[config.mk]
export PLATFORM = sky130hd
export DESIGN_NAME = instruction_fetch_unit
export DESIGN_NICKNAME = d
export VERILOG_FILES = /design/src/rtl/cpu6502_pkg.sv /design/src/rtl/opcode_length_decoder.sv /design/src/rtl/instruction_fetch_unit.sv
export SDC_FILE = /design/constraint.sdc
export NUM_CORES = 1
export LEC_CHECK = 0
export ABC_AREA = 1
export BUFFER_PORTS_ARGS = -buffer_cell sky130_fd_sc_hd__buf_2
export CAP_MARGIN = 20
export CORE_UTILIZATION = 47
export DETAILED_ROUTE_END_ITERATION = 12
export PLACE_DENSITY = 0.77
export SYNTH_ARGS = -nofsm -noshare
export SYNTH_HDL_FRONTEND = slang
export SYNTH_SLANG_ARGS = --single-unit
[constraint.sdc]
create_clock -name clk_in -period 2.15 [get_ports clk_in]
set_clock_uncertainty 0.1 [all_clocks]
set_input_delay 0.215 -clock clk_in [delete_from_list [all_inputs] [get_ports clk_in]]
set_output_delay 0.215 -clock clk_in [all_outputs]
set_load 0.02 [all_outputs]
[src/rtl/cpu6502_pkg.sv]
// Shared definitions for the 6502 core front end.
//   fetch_state_e    : instruction fetch FSM state encoding
//   DEFAULT_RESET_PC : default program counter after reset
//   opcode_length()  : instruction length in bytes (1..3) from the opcode
package cpu6502_pkg;

    typedef enum logic [1:0] {
        FETCH_OP = 2'd0,
        FETCH_LO = 2'd1,
        FETCH_HI = 2'd2,
        HOLD     = 2'd3
    } fetch_state_e;

    localparam logic [15:0] DEFAULT_RESET_PC = 16'h0000;

    // Length follows the 6502 aaa-bbb-cc opcode grid: cc selects the group,
    // bbb the addressing mode. Group cc=00 has irregular column bbb=000
    // (BRK/RTI/RTS are single byte, JSR is absolute).
    function automatic logic [1:0] opcode_length(input logic [7:0] opcode);
        logic [1:0] cc;
        logic [2:0] bbb;
        logic [1:0] len;
        cc  = opcode[1:0];
        bbb = opcode[4:2];
        len = 2'd1;
        case (cc)
            2'b01: begin
                if (bbb == 3'b011 || bbb == 3'b110 || bbb == 3'b111)
                    len = 2'd3;
                else
                    len = 2'd2;
            end
            2'b10: begin
                case (bbb)
                    3'b000, 3'b001, 3'b101: len = 2'd2;
                    3'b011, 3'b111:         len = 2'd3;
                    default:                len = 2'd1;
                endcase
            end
            2'b00: begin
                if (opcode == 8'h20)
                    len = 2'd3;
                else if (opcode == 8'h00 || opcode == 8'h40 || opcode == 8'h60)
                    len = 2'd1;
                else begin
                    case (bbb)
                        3'b000, 3'b001, 3'b100, 3'b101: len = 2'd2;
                        3'b011, 3'b111:                 len = 2'd3;
                        default:                        len = 2'd1;
                    endcase
                end
            end
            default: len = 2'd1;
        endcase
        return len;
    endfunction

endpackage

[src/rtl/opcode_length_decoder.sv]
// Combinational opcode length decoder.
//   opcode : instruction opcode byte
//   len    : instruction length in bytes (1, 2 or 3)
module opcode_length_decoder
    import cpu6502_pkg::*;
(
    input  logic [7:0] opcode,
    output logic [1:0] len
);

    assign len = opcode_length(opcode);

endmodule

[src/rtl/instruction_fetch_unit.sv]
// Byte-serial instruction fetch stage between program ROM and control unit.
// Walks the PC, reads opcode/operand bytes, and presents each complete
// instruction through a valid/ready handshake. Redirect reloads the PC.
//   clk_in, reset          : clock, async active-high reset
//   ce                     : clock enable; all registers hold when low
//   mem_addr/mem_rd        : ROM address and read strobe
//   mem_data               : ROM data, combinational from mem_addr
//   redirect_valid/_pc     : load new fetch PC, dropping current work
//   ins_valid/ins_ready    : bundle handshake
//   ins_opcode/_operand/_len/_pc : instruction bundle
//
// state    | meaning
// FETCH_OP | read opcode byte at pc
// FETCH_LO | read operand low byte
// FETCH_HI | read operand high byte
// HOLD     | bundle valid, waiting for acceptance
module instruction_fetch_unit
    import cpu6502_pkg::*;
#(
    parameter logic [15:0] RESET_PC = DEFAULT_RESET_PC
) (
    input  logic        clk_in,
    input  logic        reset,
    input  logic        ce,
    output logic [15:0] mem_addr,
    output logic        mem_rd,
    input  logic [7:0]  mem_data,
    input  logic        redirect_valid,
    input  logic [15:0] redirect_pc,
    output logic        ins_valid,
    input  logic        ins_ready,
    output logic [7:0]  ins_opcode,
    output logic [15:0] ins_operand,
    output logic [1:0]  ins_len,
    output logic [15:0] ins_pc
);

    fetch_state_e state_q, state_d;
    logic [15:0]  pc_q, pc_d;
    logic         ins_valid_q, ins_valid_d;
    logic [7:0]   ins_opcode_q, ins_opcode_d;
    logic [15:0]  ins_operand_q, ins_operand_d;
    logic [1:0]   ins_len_q, ins_len_d;
    logic [15:0]  ins_pc_q, ins_pc_d;
    logic [1:0]   dec_len;

    opcode_length_decoder u_len_dec (
        .opcode (mem_data),
        .len    (dec_len)
    );

    always_comb begin
        state_d       = state_q;
        pc_d          = pc_q;
        ins_valid_d   = ins_valid_q;
        ins_opcode_d  = ins_opcode_q;
        ins_operand_d = ins_operand_q;
        ins_len_d     = ins_len_q;
        ins_pc_d      = ins_pc_q;
        if (ce) begin
            if (redirect_valid) begin
                // Overrides any handshake on the same edge; bundle is dropped.
                pc_d        = redirect_pc;
                state_d     = FETCH_OP;
                ins_valid_d = 1'b0;
            end else begin
                case (state_q)
                    FETCH_OP: begin
                        ins_opcode_d  = mem_data;
                        ins_pc_d      = pc_q;
                        ins_operand_d = 16'h0000;
                        ins_len_d     = dec_len;
                        pc_d          = pc_q + 16'd1;
                        if (dec_len == 2'd1) begin
                            state_d     = HOLD;
                            ins_valid_d = 1'b1;
                        end else begin
                            state_d = FETCH_LO;
                        end
                    end
                    FETCH_LO: begin
                        ins_operand_d[7:0] = mem_data;
                        pc_d               = pc_q + 16'd1;
                        if (ins_len_q == 2'd2) begin
                            state_d     = HOLD;
                            ins_valid_d = 1'b1;
                        end else begin
                            state_d = FETCH_HI;
                        end
                    end
                    FETCH_HI: begin
                        ins_operand_d[15:8] = mem_data;
                        pc_d                = pc_q + 16'd1;
                        state_d             = HOLD;
                        ins_valid_d         = 1'b1;
                    end
                    HOLD: begin
                        if (ins_valid_q && ins_ready) begin
                            state_d     = FETCH_OP;
                            ins_valid_d = 1'b0;
                        end
                    end
                    default: state_d = FETCH_OP;
                endcase
            end
        end
    end

    always_ff @(posedge clk_in or posedge reset) begin
        if (reset) begin
            state_q       <= FETCH_OP;
            pc_q          <= RESET_PC;
            ins_valid_q   <= 1'b0;
            ins_opcode_q  <= 8'h00;
            ins_operand_q <= 16'h0000;
            ins_len_q     <= 2'd1;
            ins_pc_q      <= RESET_PC;
        end else begin
            state_q       <= state_d;
            pc_q          <= pc_d;
            ins_valid_q   <= ins_valid_d;
            ins_opcode_q  <= ins_opcode_d;
            ins_operand_q <= ins_operand_d;
            ins_len_q     <= ins_len_d;
            ins_pc_q      <= ins_pc_d;
        end
    end

    // Strobe is combinational on ce/reset so a stalled or resetting stage
    // never issues a ROM read.
    assign mem_rd      = ce && !reset && (state_q != HOLD);
    assign mem_addr    = pc_q;
    assign ins_valid   = ins_valid_q;
    assign ins_opcode  = ins_opcode_q;
    assign ins_operand = ins_operand_q;
    assign ins_len     = ins_len_q;
    assign ins_pc      = ins_pc_q;

endmodule

==> results of run 1 <==
per-stage QoR:
| step | instance area (µm²) | total power [µW] |
|---|---|---|
| after floorplan | 3170 | 3090 |
| after global placement | 3650 | 3670 |
| after detailed placement | 3650 | 3720 |
| after CTS | 3860 | 4740 |
| after global routing | 3860 | 5010 |
| final | 3860 | 4710 |
logic make-up (layout without fill, tap and decap cells):
| kind of cell | count (synthesis) | in the layout |
|---|---|---|
| AOI/OAI and AO/OA | 87 | 87 |
| xor gates and xnor gates | 1 | 1 |
| adders and majority gates | 6 | 6 |
| buffers and inverters | 63 | 157 |
| DFF | 61 | 61 |
| and+or+nand+nor | 177 | 177 |
metal layers:
metal  part of all wire, %  track usage [%]  vias to the layer above
met5                     0                0                        -
met3                   6.1             5.70                        7
li1                      -                -                     1477
met4                  0.73             5.96                        0
met2                    46             35.8                       93
met1                    47             33.9                     1402
path summary, 6_finish.rpt:
kind	slack, ns	end	cells after the start
min in group asynchronous	0.45	ins_operand[14]$_DFFE_PP0P_	3
max reg2reg	0.31	ins_operand[2]$_DFFE_PP0P_	8
min reg2reg	0.38	ins_pc[4]$_DFFE_PP0P_	2
min	0.06	ins_operand[14]$_DFFE_PP0P_	3
max in group asynchronous	0.82	mem_addr[15]$_DFFE_PP0P_	4
max	0.31	ins_operand[2]$_DFFE_PP0P_	8
state kept, by name, summed over array words and instances, names as in the netlist:
signal       flops
ins_operand     16
state_q          2
mem_addr        16
ins_pc          16
ins_opcode       8
ins_len          2
ins_valid        1
worst min-delay path, stage by stage:
cell and delay (ns):
buf_2 0.10, nand3_1 0.08, nand2_1 0.06
cell usage after synthesis:
cell type    n
nor2_4       3
xor2_1       1
o211ai_1     2
buf_6        5
nor3_1       5
nand2_1    101
dfstp_2      1
nand4_1      4
nand3_2      1
ha_1         6
a31oi_1      1
buf_2        5
o21ai_2     15
nand3_1     33
inv_2        4
a32oi_1      1
o21a_1       1
inv_1       43
a21oi_1     12
a21oi_2      1
nor3_2       1
clkbuf_1     6
o21ai_1     11
o311ai_0     1
o221ai_1     1
o21ai_0     36
nor2_1      29
o22ai_1      5
dfrtp_1     60
power by group:
part           switching, µW  internal [µW]  leakage (µW)
combinational           1240            619       0.00122
sequential               285           1560      0.000768
clock                    448            564     0.0000964
total                   1970           2740       0.00208
area by class of cell:
| cell class | count | share of cell area, % |
|---|---|---|
| Clock buffer | 12 | 3.76 |
| Multi-Input combinational cell | 271 | 35.3 |
| Inverter | 47 | 4.57 |
| Clock inverter | 4 | 1.23 |
| Tap cell | 77 | 2.50 |
| Sequential cell | 61 | 39.6 |
| Timing Repair Buffer | 94 | 13.0 |
==> metrics.txt, run 1 <==
CP dominant cell by count=inv_1; post-CTS setup buffers=0; Initial Util=49.4%; setup ws final=0.308 ns; #FFs+latches synth=61; hold_buf cts=1; first-pass GRT wire length=13100 µm; xor and xnor area share after synthesis=0.276%; clk slew on worst S/H paths=0.07 ns; Crit Path Max Fanout=56; final setup fails=0; Placed Cells=549; Mapped Area=3170 µm²; failing checks=design-rule violations; Final Hold Fails=0; placer congestion estimate=0.872; CTS HTree Levels=3; sequential share of the synthesized area=48.2%; antenna violations before repair=0; post-route DRC violation count=16; DR vias=2979; Compound-Gate Fraction of Synth Area=16.5%; worst reg2reg startpoint=state_q[0]$_DFFE_PP0P_; most common cell after layout, fill and taps aside=nand2_1; CTS tree=yes; crit share post-route=85.7%; worst rel slew slack=54.4%; status=finished, violations left; die height=84.1 µm; cell chain of the critical path=inv_1 -> ha_1 -> inv_1 -> nor2_4 -> inv_2 -> buf_12 -> nand3_1 -> o21ai_0; post-DR vias/cell=5.26; Synth Area in Adders=2.37%; Post-DP HPWL=5670 µm; Avg Inst Size Synth=8.03 µm²; Core ar.=6420 µm²; largest family of logic cells by synthesized area=simple AND/OR/NAND/NOR gates; die area=7080 µm²; post_cts resized=0; gr ovfl total=0; Synth area leaders=dfrtp_1 (47%), nand2_1 (12%), o21ai_0 (5.7%); Worst path slowest cell=dfrtp_1; pre-CTS setup slack=0.341 ns; I/O Buffers=88; CTS Buf Count=9; Critical Path RT=2.30 ns; Final ANT Viol Nets=0; Worst setup EP type=flip-flop; largest net degree at the start of global routing=57; Synth top area share=47.4%; CP Buf/Inv Count=4; YS warnings=0; area delta synth->final=21.6%; Root Buffer=clkbuf_8; total of max-cap violations=0; Crit Path Class=flip-flop to flip-flop; Nets=519; gr usage total=23.5%; hold path startpoint=mem_data[6]; most frequent cells in the layout=nand2_1 (101), buf_2 (88), dfrtp_1 (60); crit path launch=state_q[0]$_DFFE_PP0P_; row count=29; Clock Path Buffers=2; share of cells above drive strength 1=27.4%; CP Launch Type=flip-flop; register area=1530 µm²; Fillers=582; worst-skew pair later-pin latency=0.33 ns; Multi-input gate area=1360 µm²; RSZ-0062 raised after global routing=false; f_max=543 MHz; drt total wl=7800 µm; VDD IR max=0.578 mV; post-route insts no fill=566; die width=84.1 µm; num ports=89; setup TNS=0 ns; 1st-iter DRT viols=243; Syn Inst Count=395; share of synthesized area spent on multiplexers=0%; fin crit period=1.84 ns; top cell type by total area after synthesis=dfrtp_1; clk sink count=61; Min-Delay Path Class=input port to flip-flop; drt pass-1 iters=8; Pleak=0.00208 µW; Crit path max-delay family=buffers and inverters; Max Transition Viols Final=0; CP arrival=1.99 ns; crit-path max cell delay=0.54 ns; Final Util=60.0%; slew at the pin closest to its max-slew limit=0.683 ns; Cell variety after synth=29; antenna cells=0; Hold Slack=0.0561 ns; detailed-route wire length per cell=13.8 µm; Power Dens Cells=1220 nW/µm²; Net Count, Synth=430; Simple-Gate Fraction of Synth Area=23.9%; vias in the first global route=2709
Power figures use the tool's default switching activity.
==> inputs of run 2 (changes only) <==
--- a/config.mk
+++ b/config.mk
@@ -10,7 +10,7 @@
 export CAP_MARGIN = 20
 export CORE_UTILIZATION = 47
 export DETAILED_ROUTE_END_ITERATION = 12
-export PLACE_DENSITY = 0.77
+export PLACE_DENSITY_LB_ADDON = 0.08
 export SYNTH_ARGS = -nofsm -noshare
 export SYNTH_HDL_FRONTEND = slang
 export SYNTH_SLANG_ARGS = --single-unit
==> constraint.sdc (replaced) <==
create_clock -name clk_in -period 2.15 [get_ports clk_in]
set_clock_uncertainty 0.1 [all_clocks]
set_input_delay 0.215 -clock clk_in [delete_from_list [all_inputs] [get_ports clk_in]]
set_output_delay 0.215 -clock clk_in [all_outputs]
set_load 0.1 [all_outputs]
==> metrics.txt, run 2 (synthesis gave the netlist of run 1 again) <==
I/O Buffers=88; crit share post-route=92.5%; failing checks=design-rule violations; gr ovfl total=0; gr usage total=23.0%; Initial Util=49.4%; Crit Path Class=flip-flop to output pin; antenna cells=0; share of cells above drive strength 1=28.5%; Core ar.=6420 µm²; Nets=518; post-route DRC violation count=8; CP arrival=1.67 ns; die height=84.1 µm; Post-DP HPWL=5630 µm; Final ANT Viol Nets=0; num ports=89; hold path startpoint=mem_data[6]; worst rel slew slack=67.2%; CP Launch Type=flip-flop; Critical Path RT=1.84 ns; row count=29; most common cell after layout, fill and taps aside=nand2_1; vias in the first global route=2556; final setup fails=0; Root Buffer=clkbuf_8; post-DR vias/cell=5.17; Min-Delay Path Class=input port to flip-flop; total of max-cap violations=0; fin crit period=1.99 ns; clk slew on worst S/H paths=0.07 ns; Hold EP=ins_operand[14]$_DFFE_PP0P_; Crit Path Max Fanout=13; clk sink count=61; hold path depth=3; DR vias=2919; f_max=503 MHz; Worst setup EP type=output pin; RSZ-0062 raised after global routing=false; worst reg2reg startpoint=state_q[0]$_DFFE_PP0P_; CTS tree=yes; most frequent cells in the layout=nand2_1 (101), buf_2 (87), dfrtp_1 (56); 1st-iter DRT viols=239; Max Transition Viols Final=0; drt pass-1 iters=9; slew at the pin closest to its max-slew limit=0.491 ns; R2R cell count=8; die width=84.1 µm; post-route insts no fill=565; Placed Cells=548; area delta synth->final=22.5%; status=finished, violations left; largest net degree at the start of global routing=57; R2R Setup Slk=0.31 ns; Clock Path Buffers=2; worst-skew pair later-pin latency=0.34 ns; Fillers=596; CTS Buf Count=9; placer congestion estimate=0.816; first-pass GRT wire length=12500 µm; antenna violations before repair=0; Final Hold Fails=0; CTS HTree Levels=3; die area=7080 µm²; drt total wl=7800 µm; detailed-route wire length per cell=13.8 µm; worst reg2reg endpoint=ins_operand[7]$_DFFE_PP0P_
run 2: changes by cell type in the layout (fill, tap and decap cells not counted), sizes merged:
| cell | delta |
|---|---|
| clkbuf | +1 |
| buf | -2 |
run 2: layer usage:
| metal | wire, µm | GRT usage [%] | up-vias | share of wire (%) |
|---|---|---|---|---|
| met5 | 0 | 0 | - | 0 |
| met4 | 98 | 7.52 | 0 | 1.3 |
| met3 | 552 | 6.10 | 10 | 7.1 |
| met2 | 3270 | 31.4 | 99 | 42 |
| met1 | 3880 | 35.3 | 1344 | 50 |
| li1 | - | - | 1466 | - |
run 2: worst max path at each step:
stage,from,endpoint,slack [ns]
6_report,state_q[0]$_DFFE_PP0P_,mem_rd,0.16
5_1_grt,state_q[0]$_DFFE_PP0P_,mem_rd,0.06
4_1_cts,state_q[0]$_DFFE_PP0P_,mem_rd,0.06
3_5_place_dp,state_q[0]$_DFFE_PP0P_,ins_operand[7]$_DFFE_PP0P_,0.32
3_3_place_gp,state_q[0]$_DFFE_PP0P_,ins_operand[0]$_DFFE_PP0P_,0.41
2_1_floorplan,state_q[0]$_DFFE_PP0P_,mem_rd,-0.02
run 2: stage by stage:
stage | hold slack (ns) | TNS, ns | setup slack [ns] | cell area (µm²) | utilization (%)
6_report | 0.0130 | 0 | 0.161 | 3880 | 60.5
5_1_grt | 0.0000449 | 0 | 0.0638 | 3880 | 60.5
4_1_cts | 0.0114 | 0 | 0.0647 | 3880 | 60.4
3_5_place_dp | 0.165 | 0 | 0.322 | 3670 | 57.1
3_3_place_gp | 0.160 | 0 | 0.410 | 3670 | 57.1
2_1_floorplan | 0.253 | -0.0203 | -0.0203 | 3180 | -
run 2: cell type report:
cell class	count	area [µm²]	share of cell area [%]
inverter	47	176	4.54
clock buffer	12	155	3.99
timing repair buffer	93	508	13.1
multi-input combinational	271	1370	35.2
sequential	61	1530	39.5
tap	77	96.3	2.48
clock inverter	4	47.5	1.22
run 2: worst max-delay path, cell delays in order, from the launching register on:
cell and delay (ns):
dfrtp_1 0.50, ha_1 0.31, nor3_2 0.17, clkbuf_4 0.34
run 2: repair_timing:
action / in CTS / in global routing
hold endpoints to repair: 19 / 0
resized for setup: 0 / 1
setup buffers: 0 / 0
hold buffers: 1 / 0
setup endpoints to repair: 0 / 1
Power of run 2 is not shown: default switching activity piles up to over one toggle a cycle in this logic, so the estimate is an artifact.
